`src/rtl/uart_pkg.sv`:
```
// Shared UART definitions: frame state encoding, default frame shape and
// the parity helper. Used by the transmitter and intended for the receiver.
package uart_pkg;

  typedef enum logic [2:0] {
    IDLE   = 3'd0,
    START  = 3'd1,
    DATA   = 3'd2,
    PARITY = 3'd3,
    STOP   = 3'd4
  } uart_state_e;

  localparam int UART_DATA_BITS = 8;
  localparam int UART_STOP_BITS = 1;

  // Parity over a zero-extended data word; odd=1 inverts to odd parity.
  function automatic logic uart_parity(input logic [7:0] data, input logic odd);
    return (^data) ^ odd;
  endfunction

endpackage

```
`src/rtl/uart_tx_buf.sv`:
```
// One-entry holding register in front of the UART shifter. Accepts a byte
// whenever empty, precomputes its parity, and releases it on pop.
module uart_tx_buf
  import uart_pkg::*;
#(
  parameter int DATA_BITS  = UART_DATA_BITS,
  parameter int PARITY_ODD = 0
) (
  input  logic                 clk,
  input  logic                 reset,
  input  logic [DATA_BITS-1:0] tx_data,
  input  logic                 tx_valid,
  input  logic                 pop,
  output logic                 tx_ready,
  output logic                 full,
  output logic [DATA_BITS-1:0] data,
  output logic                 parity
);

  logic                 full_r;
  logic [DATA_BITS-1:0] data_r;
  logic                 parity_r;
  logic                 accept_s;

  // A byte is taken only while the register is empty; pop needs it full,
  // so accept and pop can never coincide.
  assign accept_s = tx_valid && !full_r;

  // Holding register: capture on accept, release on pop.
  always_ff @(posedge clk or negedge reset) begin
    if (!reset) begin
      full_r   <= 1'b0;
      data_r   <= '0;
      parity_r <= 1'b0;
    end else if (accept_s) begin
      full_r   <= 1'b1;
      data_r   <= tx_data;
      parity_r <= uart_parity(8'(tx_data), 1'(PARITY_ODD));
    end else if (pop) begin
      full_r   <= 1'b0;
    end
  end

  assign tx_ready = ~full_r;
  assign full     = full_r;
  assign data     = data_r;
  assign parity   = parity_r;

endmodule

```
`src/rtl/uart_tx.sv`:
```
// UART transmitter: start bit, LSB-first data, optional parity, stop bit(s).
// All line activity advances on the shared baud_tick strobe; a one-entry
// buffer lets the next byte follow the last stop bit with no idle gap.
module uart_tx
  import uart_pkg::*;
#(
  parameter int DATA_BITS  = UART_DATA_BITS,
  parameter int STOP_BITS  = UART_STOP_BITS,
  parameter int PARITY_EN  = 0,
  parameter int PARITY_ODD = 0
) (
  input  logic                 clk,
  input  logic                 reset,
  input  logic                 baud_tick,
  input  logic [DATA_BITS-1:0] tx_data,
  input  logic                 tx_valid,
  output logic                 tx_ready,
  output logic                 tx,
  output logic                 tx_busy,
  output logic                 tx_done
);

  localparam logic [2:0] LAST_BIT  = 3'(DATA_BITS - 1);
  localparam logic       LAST_STOP = 1'(STOP_BITS - 1);

  uart_state_e          state_r;
  logic [DATA_BITS-1:0] shift_r;
  logic                 par_r;
  logic [2:0]           bit_cnt_r;
  logic                 stop_cnt_r;
  logic                 tx_r;
  logic                 done_r;

  logic                 buf_full_s;
  logic                 buf_par_s;
  logic [DATA_BITS-1:0] buf_data_s;
  logic                 pop_s;

  uart_tx_buf #(
    .DATA_BITS  (DATA_BITS),
    .PARITY_ODD (PARITY_ODD)
  ) u_buf (
    .clk      (clk),
    .reset    (reset),
    .tx_data  (tx_data),
    .tx_valid (tx_valid),
    .pop      (pop_s),
    .tx_ready (tx_ready),
    .full     (buf_full_s),
    .data     (buf_data_s),
    .parity   (buf_par_s)
  );

  // Buffer is consumed on a tick from IDLE, or at the end of the last stop bit.
  always_comb begin
    pop_s = 1'b0;
    if (baud_tick && buf_full_s) begin
      case (state_r)
        IDLE:    pop_s = 1'b1;
        STOP:    pop_s = (stop_cnt_r == LAST_STOP);
        default: pop_s = 1'b0;
      endcase
    end else begin
      pop_s = 1'b0;
    end
  end

  // Frame sequencer: one line bit per baud tick, tx_done for one clk.
  always_ff @(posedge clk or negedge reset) begin
    if (!reset) begin
      state_r    <= IDLE;
      shift_r    <= '0;
      par_r      <= 1'b0;
      bit_cnt_r  <= 3'd0;
      stop_cnt_r <= 1'b0;
      tx_r       <= 1'b1;
      done_r     <= 1'b0;
    end else begin
      done_r <= 1'b0;
      if (baud_tick) begin
        case (state_r)
          IDLE: begin
            if (buf_full_s) begin
              shift_r <= buf_data_s;
              par_r   <= buf_par_s;
              tx_r    <= 1'b0;
              state_r <= START;
            end else begin
              tx_r    <= 1'b1;
            end
          end
          START: begin
            tx_r      <= shift_r[0];
            shift_r   <= shift_r >> 1;
            bit_cnt_r <= 3'd0;
            state_r   <= DATA;
          end
          DATA: begin
            if (bit_cnt_r != LAST_BIT) begin
              tx_r      <= shift_r[0];
              shift_r   <= shift_r >> 1;
              bit_cnt_r <= bit_cnt_r + 3'd1;
            end else if (PARITY_EN != 0) begin
              tx_r      <= par_r;
              state_r   <= PARITY;
            end else begin
              tx_r       <= 1'b1;
              stop_cnt_r <= 1'b0;
              state_r    <= STOP;
            end
          end
          PARITY: begin
            tx_r       <= 1'b1;
            stop_cnt_r <= 1'b0;
            state_r    <= STOP;
          end
          STOP: begin
            if (stop_cnt_r != LAST_STOP) begin
              stop_cnt_r <= stop_cnt_r + 1'b1;
            end else begin
              done_r <= 1'b1;
              // Chain straight into the next start bit when a byte is waiting.
              if (buf_full_s) begin
                shift_r <= buf_data_s;
                par_r   <= buf_par_s;
                tx_r    <= 1'b0;
                state_r <= START;
              end else begin
                tx_r    <= 1'b1;
                state_r <= IDLE;
              end
            end
          end
          default: begin
            tx_r    <= 1'b1;
            state_r <= IDLE;
          end
        endcase
      end else begin
        state_r <= state_r;
      end
    end
  end

  assign tx      = tx_r;
  assign tx_done = done_r;
  assign tx_busy = (state_r != IDLE) || buf_full_s;

endmodule

```
`config.mk`:
```
export PLATFORM = sky130hd
export DESIGN_NAME = uart_tx
export DESIGN_NICKNAME = d
export VERILOG_FILES = /design/src/rtl/uart_pkg.sv /design/src/rtl/uart_tx_buf.sv /design/src/rtl/uart_tx.sv
export SDC_FILE = /design/constraint.sdc
export NUM_CORES = 1
export LEC_CHECK = 0
export BUFFER_PORTS_ARGS = -buffer_cell sky130_fd_sc_hd__clkbuf_2
export CORE_MARGIN = 2
export CORE_UTILIZATION = 55
export DETAILED_ROUTE_END_ITERATION = 16
export PLACE_DENSITY = 0.85
export SLEW_MARGIN = 15
export SYNTH_ARGS = -nofsm -noshare
export SYNTH_HDL_FRONTEND = slang
export SYNTH_SLANG_ARGS = --single-unit
```
`constraint.sdc`:
```
create_clock -name clk -period 2.2 [get_ports clk]
set_clock_uncertainty 0.15 [all_clocks]
set_input_delay 0.44 -clock clk [delete_from_list [all_inputs] [get_ports clk]]
set_output_delay 0.44 -clock clk [all_outputs]
set_load 0.1 [all_outputs]
```
==> results.md, run 1 <==
* Status: finished, final reports clean
* Synthesized flop and latch total at 25
* Syn Inst Count at 88
* Seq/Total Area, Yosys at 53.76%
* Antenna Cells at 0
* Setup TNS at 0 ns
* Fin util at 66.29%
* Most frequent cells in the layout: dfrtp_1 (24), mux2_2 (15), clkbuf_2 (14)
* Max-cap violation count at 0
* Syn_area_per_cell at 13.25 um2
* Slew Viols, Final at 0
* Crit-path max cell delay at 0.53 ns
* Ys async rst share at 100.0%
* R2r startpoint: bit_cnt_r[0]$_DFFE_PN0P_
* FP Rows at 16
* Distinct cell type count after synthesis at 28
* WHS Endpoint: u_buf.full$_DFFE_PN0P_
* Synth Warn # at 0
* Die Span Y at 50.05 um
* Htree depth at 1
* Hold depth at 2
* Syn nets at 102
* Clk pin slew, worst setup/hold paths at 0.12 ns
* Insertion delay to the later sink of the worst-skew pair at 0.32 ns
* CP cell instances: nor2_1 > nand2_1 > clkbuf_4
* CTS tree: done
* Setup violations, final at 0
* Worst hold slack at 0.1848 ns
* R2R cell count at 6
* Final nets at 123
* First-pass GRT wire length at 3.256 mm
* Final instance area at 1314 um2
* Routability cong. at 0.7238
* Max VDD drop at 0.0008501 V
* DRC at 0
* Drt pass-1 iters at 2
* Clock Sinks at 25
* R2r setup slk at 0.14 ns
* Layout cells sized above 1 at 37.96%
* Dpl cell area at 1267 um2
* RR Endpoint: shift_r[1]$_DFFE_PN0P_
* Area grow syn2layout at 12.66%
* Post-Syn Area at 1166 um2
* Vias post-DR at 736
* Crit-path max FO at 10
* Post-DP HPWL at 1.400 mm
* Min-delay src: tx_valid
* Vias/cell at 5.452
* Maximum clock rate at 0.4839 GHz
* Die Area at 2505 um2
* Worst-Margin Slew at 0.5977 ns
* Worst path slowest cell: dfrtp_1
* Hold Crit Class: primary input to register
* Cell family with most CP delay: flip-flops
* Antenna violations before repair at 0
* Drt wl/cell at 14.24 um
* CTS Buf Count at 3
* Largest net degree at the start of global routing at 26
* Final hold violations at 0
* I/O pin count at 16
* I/O Buffers at 15
* Die width at 50.05 um
* Initial core utilization at 58.84%
* Pwr/cell area at 1627 nW/um2
* Crit path required time at 1.61 ns
* Startpoint types: register
* Vias in the first global route at 756
* WP buf/inv at 1
* Critical Path End Type: output pin
* Drt initial violations at 11
* Leak at 0.6133 nW
* GR Overflow Total at 0
* Crit path time final at 2.067 ns
* Clock Tree Buf Depth at 2
* Global-route total usage across every layer at 17.39%
* WL final at 1.923 mm
* Unrepaired setup endpoints after global routing: false
* Root Buffer: clkbuf_4
* Core area at 1982 um2
* CP Data Arrival Time at 1.48 ns
* Post-synth EDFFs at 0
* Slew headroom at 60.15%
* Leading cell type in the layout, fill and taps excluded: dfrtp_1
* Routed Antenna Nets at 0
* Tcrit/Tclk final at 93.94%
* Main synth FF type: dfrtp_1
* Setup CP Type: register to output pin
## metrics by stage
stage | cells | worst slack, ns | power (W)
4_1_cts | 134 | 0.03090 | 0.002138
3_5_place_dp | 129 | 0.1056 | 0.001937
2_1_floorplan | 88 | 0.2805 | 0.001746
5_1_grt | 135 | 0.01368 | 0.002288
6_report | 135 | 0.1334 | 0.002137
3_3_place_gp | 129 | 0.1958 | 0.001876
## cells in the mapped netlist, drive strengths merged (2+ instances only)
library cell | number | share of area [%]
a21oi | 2 | 0.86
a22oi | 2 | 1.3
and3 | 2 | 1.1
dfrtp | 24 | 52
ha | 2 | 2.1
inv | 4 | 1.3
mux2 | 22 | 22
mux2i | 3 | 2.6
nand2 | 3 | 0.97
nand2b | 3 | 1.6
nor2 | 5 | 2.5
o21ai | 3 | 2.3
o2bb2ai | 3 | 2.3
## flip-flops by register name (all words and copies together) (netlist names)
name        flops
tx              1
tx_done         1
shift_r         8
state_r         3
u_buf.full      1
u_buf.data      8
bit_cnt_r       3
## area by class of cell
| class | count | area [um2] |
|---|---|---|
| Sequential cell | 25 | 626.9 |
| Fill cell | 135 | 668.1 |
| Multi-Input combinational cell | 57 | 509.2 |
| Timing Repair Buffer | 18 | 102.6 |
| Clock buffer | 4 | 26.28 |
| Tap cell | 27 | 33.78 |
| Inverter | 4 | 15.01 |
## worst max-delay path by stage
stage / endpoint / slack (ns) / startpoint / cells after the start
5_1_grt: shift_r[1]$_DFFE_PN0P_ / 0.01 / bit_cnt_r[0]$_DFFE_PN0P_ / 6
3_5_place_dp: shift_r[1]$_DFFE_PN0P_ / 0.11 / bit_cnt_r[0]$_DFFE_PN0P_ / 6
4_1_cts: tx_busy / 0.03 / state_r[0]$_DFFE_PN0P_ / 3
3_3_place_gp: shift_r[4]$_DFFE_PN0P_ / 0.20 / bit_cnt_r[0]$_DFFE_PN0P_ / 6
2_1_floorplan: shift_r[0]$_DFFE_PN0P_ / 0.28 / bit_cnt_r[0]$_DFFE_PN0P_ / 6
6_report: tx_busy / 0.13 / state_r[0]$_DFFE_PN0P_ / 3
## metal layers
layer	global-route usage (%)	share of wire, %
met4	7.407	1.2
met2	30.04	52
met3	3.030	3.1
met1	21.13	44
met5	0	0
## timing repair
item | CTS | global route
endpoints found under the setup margin | 0 | 8
buffers inserted | 0 | 1
hold endpoints to repair | 24 | 0
gates resized for setup | 0 | 2
hold buffers | 1 | 0
## kinds of logic (layout without fill, tap and decap cells)
kind of cell               count (synthesis)  after routing  synth area share [%]
buffers and inverters                      6             26                 2.574
adders and majority gates                  2              2                 2.146
and+or+nand+nor                           16             16                 7.510
muxes                                     25             25                 24.14
DFF                                       25             25                 53.76
AOI/OAI and AO/OA                         13             13                 8.478
xor gates and xnor gates                   1              1                 1.395
## where the power goes
part	leakage, nW	switching (W)	internal (W)
sequential	0.303	0.000170	0.000687
clock	0.0150	0.000129	0.0000710
combinational	0.296	0.000569	0.000513
(Power assumes the default switching activity.)
==> run 2, diff against run 1 <==
--- a/config.mk
+++ b/config.mk
@@ -7,10 +7,12 @@
 export LEC_CHECK = 0
 export BUFFER_PORTS_ARGS = -buffer_cell sky130_fd_sc_hd__clkbuf_2
 export CORE_MARGIN = 2
-export CORE_UTILIZATION = 55
+export CORE_UTILIZATION = 56
 export DETAILED_ROUTE_END_ITERATION = 16
+export HOLD_SLACK_MARGIN = 0.06
 export PLACE_DENSITY = 0.85
 export SLEW_MARGIN = 15
 export SYNTH_ARGS = -nofsm -noshare
 export SYNTH_HDL_FRONTEND = slang
+export SYNTH_HIERARCHICAL = 1
 export SYNTH_SLANG_ARGS = --single-unit
==> run 2 against run 1 <==
Compared with the run above:
- core utilization increased by 0.23 points
- sequential power increased by 3.4%
- worst setup slack improved by 0.019 ns
- register-to-register slack about the same
- fmax increased by 0.91%
- combinational power increased by 18%
- design area increased by 2.4%
- first-iteration DRC count decreased by 45%
- area after synthesis increased by 5.4%
- flip-flop and latch count unchanged
- clock power increased by 2%
- largest power group unchanged
==> results.md, run 2 <==
* GR Overflow Total at 0
* Area grow syn2layout at 9.471%
* Setup violations, final at 0
* Worst path slowest cell: dfrtp_1
* Setup CP Type: register to register
* Antenna Cells at 0
* Vias in the first global route at 748
* I/O Buffers at 15
* Vias post-DR at 728
* RR Endpoint: shift_r[5]$_DFFE_PN0P_
* Maximum clock rate at 0.4883 GHz
* Status: finished, final reports clean
* Worst-Margin Slew at 0.5948 ns
* Drt pass-1 iters at 2
* CP Data Arrival Time at 2.11 ns
* Crit path required time at 2.26 ns
* Leading cell type in the layout, fill and taps excluded: dfrtp_1
* Syn_area_per_cell at 13.07 um2
* Critical Path Source: bit_cnt_r[0]$_DFFE_PN0P_
* Crit-path max cell delay at 0.43 ns
* Max VDD drop at 0.0008798 V
* Syn Inst Count at 94
* Routed Antenna Nets at 0
* Htree depth at 1
* First-pass GRT wire length at 3.270 mm
* Tcrit/Tclk final at 93.09%
* Critical Path End Type: register
* WL final at 1.923 mm
* WP buf/inv at 0
* Min-delay src: tx_data[7]
* DRC at 0
* Root Buffer: clkbuf_4
* Dpl cell area at 1306 um2
* Post-Syn Area at 1229 um2
* Most frequent cells in the layout: dfrtp_1 (23), mux2_2 (15), clkbuf_2 (14)
* Vias/cell at 5.353
* Hold Crit Class: primary input to register
* Leak at 0.6496 nW
* CTS Buf Count at 3
* Final instance area at 1345 um2
* R2r startpoint: bit_cnt_r[0]$_DFFE_PN0P_
* CTS tree: done
* Clock Sinks at 25
* Layout cells sized above 1 at 47.71%
* Initial core utilization at 60.77%
* I/O pin count at 16
* Final hold violations at 0
* Largest net degree at the start of global routing at 26
* Drt wl/cell at 14.14 um
* Max-cap violation count at 0
* Final nets at 124
* Unrepaired setup endpoints after global routing: false
* R2R cell count at 6
* FP Rows at 16
* Crit path time final at 2.048 ns
* R2r setup slk at 0.15 ns
* Fin util at 66.52%
* Startpoint types: register
* Core area at 2022 um2
* Die Area at 2585 um2
* Slew headroom at 60.35%
* Insertion delay to the later sink of the worst-skew pair at 0.32 ns
* Setup TNS at 0 ns
* Clk pin slew, worst setup/hold paths at 0.14 ns
* Routability cong. at 0.7570
* Die Span Y at 50.84 um
* Die width at 50.84 um
* Cell family with most CP delay: simple AND/OR/NAND/NOR gates
* Pwr/cell area at 1752 nW/um2
* Drt initial violations at 6
* Antenna violations before repair at 0
* Post-DP HPWL at 1.438 mm
* Hold depth at 2
* Syn nets at 108
* WHS Endpoint: u_buf/data[7]$_DFFE_PN0P_
* Global-route total usage across every layer at 17.09%
* Total Power at 0.002356 W
* CP cell instances: ha_1 > ha_1 > or3_4 > nor2_4 > o21ai_4 > mux2_4
* Crit-path max FO at 9
* Clock Tree Buf Depth at 2
* Slew Viols, Final at 0
* Most frequent CP cell: ha_1
* Synth Warn # at 6
[run 2: timing repair]
item / CTS / global route
resized for setup: 0 / 2
hold endpoints to repair: 24 / 0
hold buffers: 1 / 0
buffers inserted: 0 / 0
setup endpoints to repair: 0 / 1
[run 2: worst max-delay path by stage]
stage / to / slack (ns) / depth (start not counted)
6_report: shift_r[5]$_DFFE_PN0P_ / 0.15 / 6
5_1_grt: tx_busy / 0.08 / 3
4_1_cts: tx_busy / 0.05 / 3
3_5_place_dp: shift_r[1]$_DFFE_PN0P_ / 0.19 / 6
3_3_place_gp: shift_r[5]$_DFFE_PN0P_ / 0.22 / 6
2_1_floorplan: shift_r[0]$_DFFE_PN0P_ / 0.28 / 6
[run 2: cell type report]
type	instances	area, um2
Fill cell	160	676.9
Sequential cell	25	628.1
Multi-Input combinational cell	61	559.3
Timing Repair Buffer	16	85.08
Tap cell	27	33.78
Clock buffer	3	22.52
Inverter	3	11.26
Clock inverter	1	5.005
[run 2: through the flow]
stage                     instances  hold slack (ns)  worst slack (ns)
after global routing            136           0.1767           0.07706
after CTS                       136           0.1874           0.04624
after detailed placement        131           0.3308            0.1911
after global placement          131           0.3218            0.2248
final                           136           0.1892            0.1520
after floorplan                  94        -0.005591            0.2762
[run 2: routing by layer]
metal	global-route usage, %	part of all wire (%)	wire length (um)	up-vias
li1	-	-	-	354
met1	21.94	45	874	360
met2	28.73	51	980	12
met3	3.801	2.9	55	2
met4	5.856	0.62	12	0
met5	0	0	0	-
[run 2: where the power goes]
part / switching, W / internal, W
clock: 0.000137 / 0.0000680
sequential: 0.000190 / 0.000696
combinational: 0.000631 / 0.000635
==> run 3, diff against run 2 <==
--- a/config.mk
+++ b/config.mk
@@ -9,8 +9,10 @@
 export CORE_MARGIN = 2
 export CORE_UTILIZATION = 56
 export DETAILED_ROUTE_END_ITERATION = 16
+export GPL_ROUTABILITY_DRIVEN = 0
 export HOLD_SLACK_MARGIN = 0.06
 export PLACE_DENSITY = 0.85
+export REMOVE_ABC_BUFFERS = 1
 export SLEW_MARGIN = 15
 export SYNTH_ARGS = -nofsm -noshare
 export SYNTH_HDL_FRONTEND = slang
==> run 3 against run 2 <==
Compared with the run above:
- via count increased by 2.1%
- non-clock buffer count unchanged
- core utilization is 0.062 points higher
- register-to-register slack gained 0.02 ns
- worst setup slack worse by 0.079 ns
- sequential share of layout area down 0.14 points
- hold slack lost 0.0095 ns
- global-route usage up 1.9 points
- wire length grew 5.1%
- clock power grew 5%
- total power rose by 1.2%
==> results.md, run 3 (synthesis gave the netlist of run 2 again) <==
* Initial core utilization at 60.77%
* Setup TNS at 0 ns
* FP Rows at 16
* Crit path time final at 2.127 ns
* Crit-path max FO at 11
* Final nets at 124
* Slew Viols, Final at 0
* CTS Buf Count at 3
* R2r startpoint: bit_cnt_r[0]$_DFFE_PN0P_
* Worst-Margin Slew at 0.6012 ns
* DP Cell Count at 131
* Clock Tree Buf Depth at 2
* Clock Sinks at 25
* Die Area at 2585 um2
* Global-route total usage across every layer at 19.03%
* Status: finished, final reports clean
* Area grow syn2layout at 9.572%
* DRC at 0
* Worst path slowest cell: dfrtp_1
* Setup Fix Bufs, Post-CTS at 0
* CP Data Arrival Time at 1.54 ns
* Die width at 50.84 um
* Insertion delay to the later sink of the worst-skew pair at 0.32 ns
* First-pass GRT wire length at 3.470 mm
* Leading cell type in the layout, fill and taps excluded: dfrtp_1
* Die Span Y at 50.84 um
* Max-cap violation count at 0
* Clk pin slew, worst setup/hold paths at 0.14 ns
* Slew headroom at 59.92%
* I/O pin count at 16
* Most frequent cells in the layout: dfrtp_1 (24), mux2_2 (15), clkbuf_2 (14)
* Leak at 0.6472 nW
* Tcrit/Tclk final at 96.67%
* Setup violations, final at 0
* Maximum clock rate at 0.4702 GHz
* WL final at 2.022 mm
* Routed Antenna Nets at 0
* WP buf/inv at 1
* Setup CP Type: register to output pin
* Max VDD drop at 0.0009259 V
* Pwr/cell area at 1771 nW/um2
* Drt pass-1 iters at 4
* Cell family with most CP delay: flip-flops
* Largest net degree at the start of global routing at 26
* Antenna violations before repair at 0
* Vias post-DR at 743
* GR Overflow Total at 0
* Crit-path max cell delay at 0.61 ns
* Startpoint types: register
* Post-Layout Cell Count at 136
* Htree depth at 1
* Drt initial violations at 11
* Critical Path Source: state_r[0]$_DFFE_PN0P_
* Final hold violations at 0
* Post-DP HPWL at 1.467 mm
* CP cell instances: nor2_1 > nand2_1 > buf_2
* Drt wl/cell at 14.87 um
* Vias in the first global route at 779
* Critical Path End Type: output pin
* Core area at 2022 um2
* Hold Crit Class: primary input to register
* Antenna Cells at 0
* Min-delay src: tx_data[6]
* Layout cells sized above 1 at 46.79%
* CTS tree: done
* Unrepaired setup endpoints after global routing: false
* Vias/cell at 5.463
* I/O Buffers at 15
* Crit path required time at 1.61 ns
* Root Buffer: clkbuf_4
## run 3: cell count changes in the layout (fill, tap and decap cells not counted)
cell        previous run  this run
dfrtp_2                1         0
clkinv_2               1         0
clkinvlp_4             0         1
dfrtp_1               23        24
## run 3: worst reg2reg max path, stage by stage, from the launching register on
cell     delay [ns]
dfrtp_1        0.43
ha_1           0.22
ha_1           0.21
or3_4          0.35
nor2_4         0.11
o21ai_4        0.14
mux2_4         0.33
## run 3: stage by stage
stage	area [um2]	hold WS [ns]	power, W	setup slack (ns)	util, %
after floorplan	1197	-0.005591	0.001944	0.1884	-
after global placement	1306	0.3241	0.002098	0.2412	64.60
after detailed placement	1306	0.3272	0.002180	0.1879	64.60
after CTS	1346	0.1687	0.002402	0.01893	66.58
after global routing	1346	0.1791	0.002555	0.008247	66.58
final	1346	0.1797	0.002385	0.07326	66.58
## run 3: metal layers
metal	up-vias	wire length, um	track usage (%)
li1	357	-	-
met3	4	51	2.632
met5	-	0	0
met2	14	1004	31.80
met1	368	933	23.38
met4	0	33	11.71
## run 3: cell type report
type                       count  area (um2)
fill                         162       675.6
sequential                    25       626.9
multi-input combinational     61       559.3
timing repair buffer          16       85.08
tap                           27       33.78
clock buffer                   3       22.52
inverter                       3       11.26
clock inverter                 1       7.507
## run 3: final timing paths
kind | endpoint | slack [ns] | cells past startpoint
max | tx_busy | 0.07 | 3
min | u_buf/data[6]$_DFFE_PN0P_ | 0.18 | 2
max reg2reg | shift_r[7]$_DFFE_PN0P_ | 0.17 | 6
min reg2reg | u_buf/data[4]$_DFFE_PN0P_ | 0.37 | 1
max in group asynchronous | u_buf/data[5]$_DFFE_PN0P_ | 1.03 | 2
min in group asynchronous | bit_cnt_r[2]$_DFFE_PN0P_ | 0.48 | 2
## run 3: repair_timing
item / in CTS / in global routing
hold buffers: 1 / 0
resized for setup: 0 / 1
endpoints found under the setup margin: 0 / 1
hold endpoints to repair: 24 / 0
## run 3: power by group
part	leakage (nW)	switching (W)	internal, W	total, W
sequential	0.301	0.000195	0.000694	0.000889
clock	0.0139	0.000145	0.0000696	0.000215
combinational	0.332	0.000647	0.000634	0.00128
total	0.647	0.000987	0.00140	0.00238
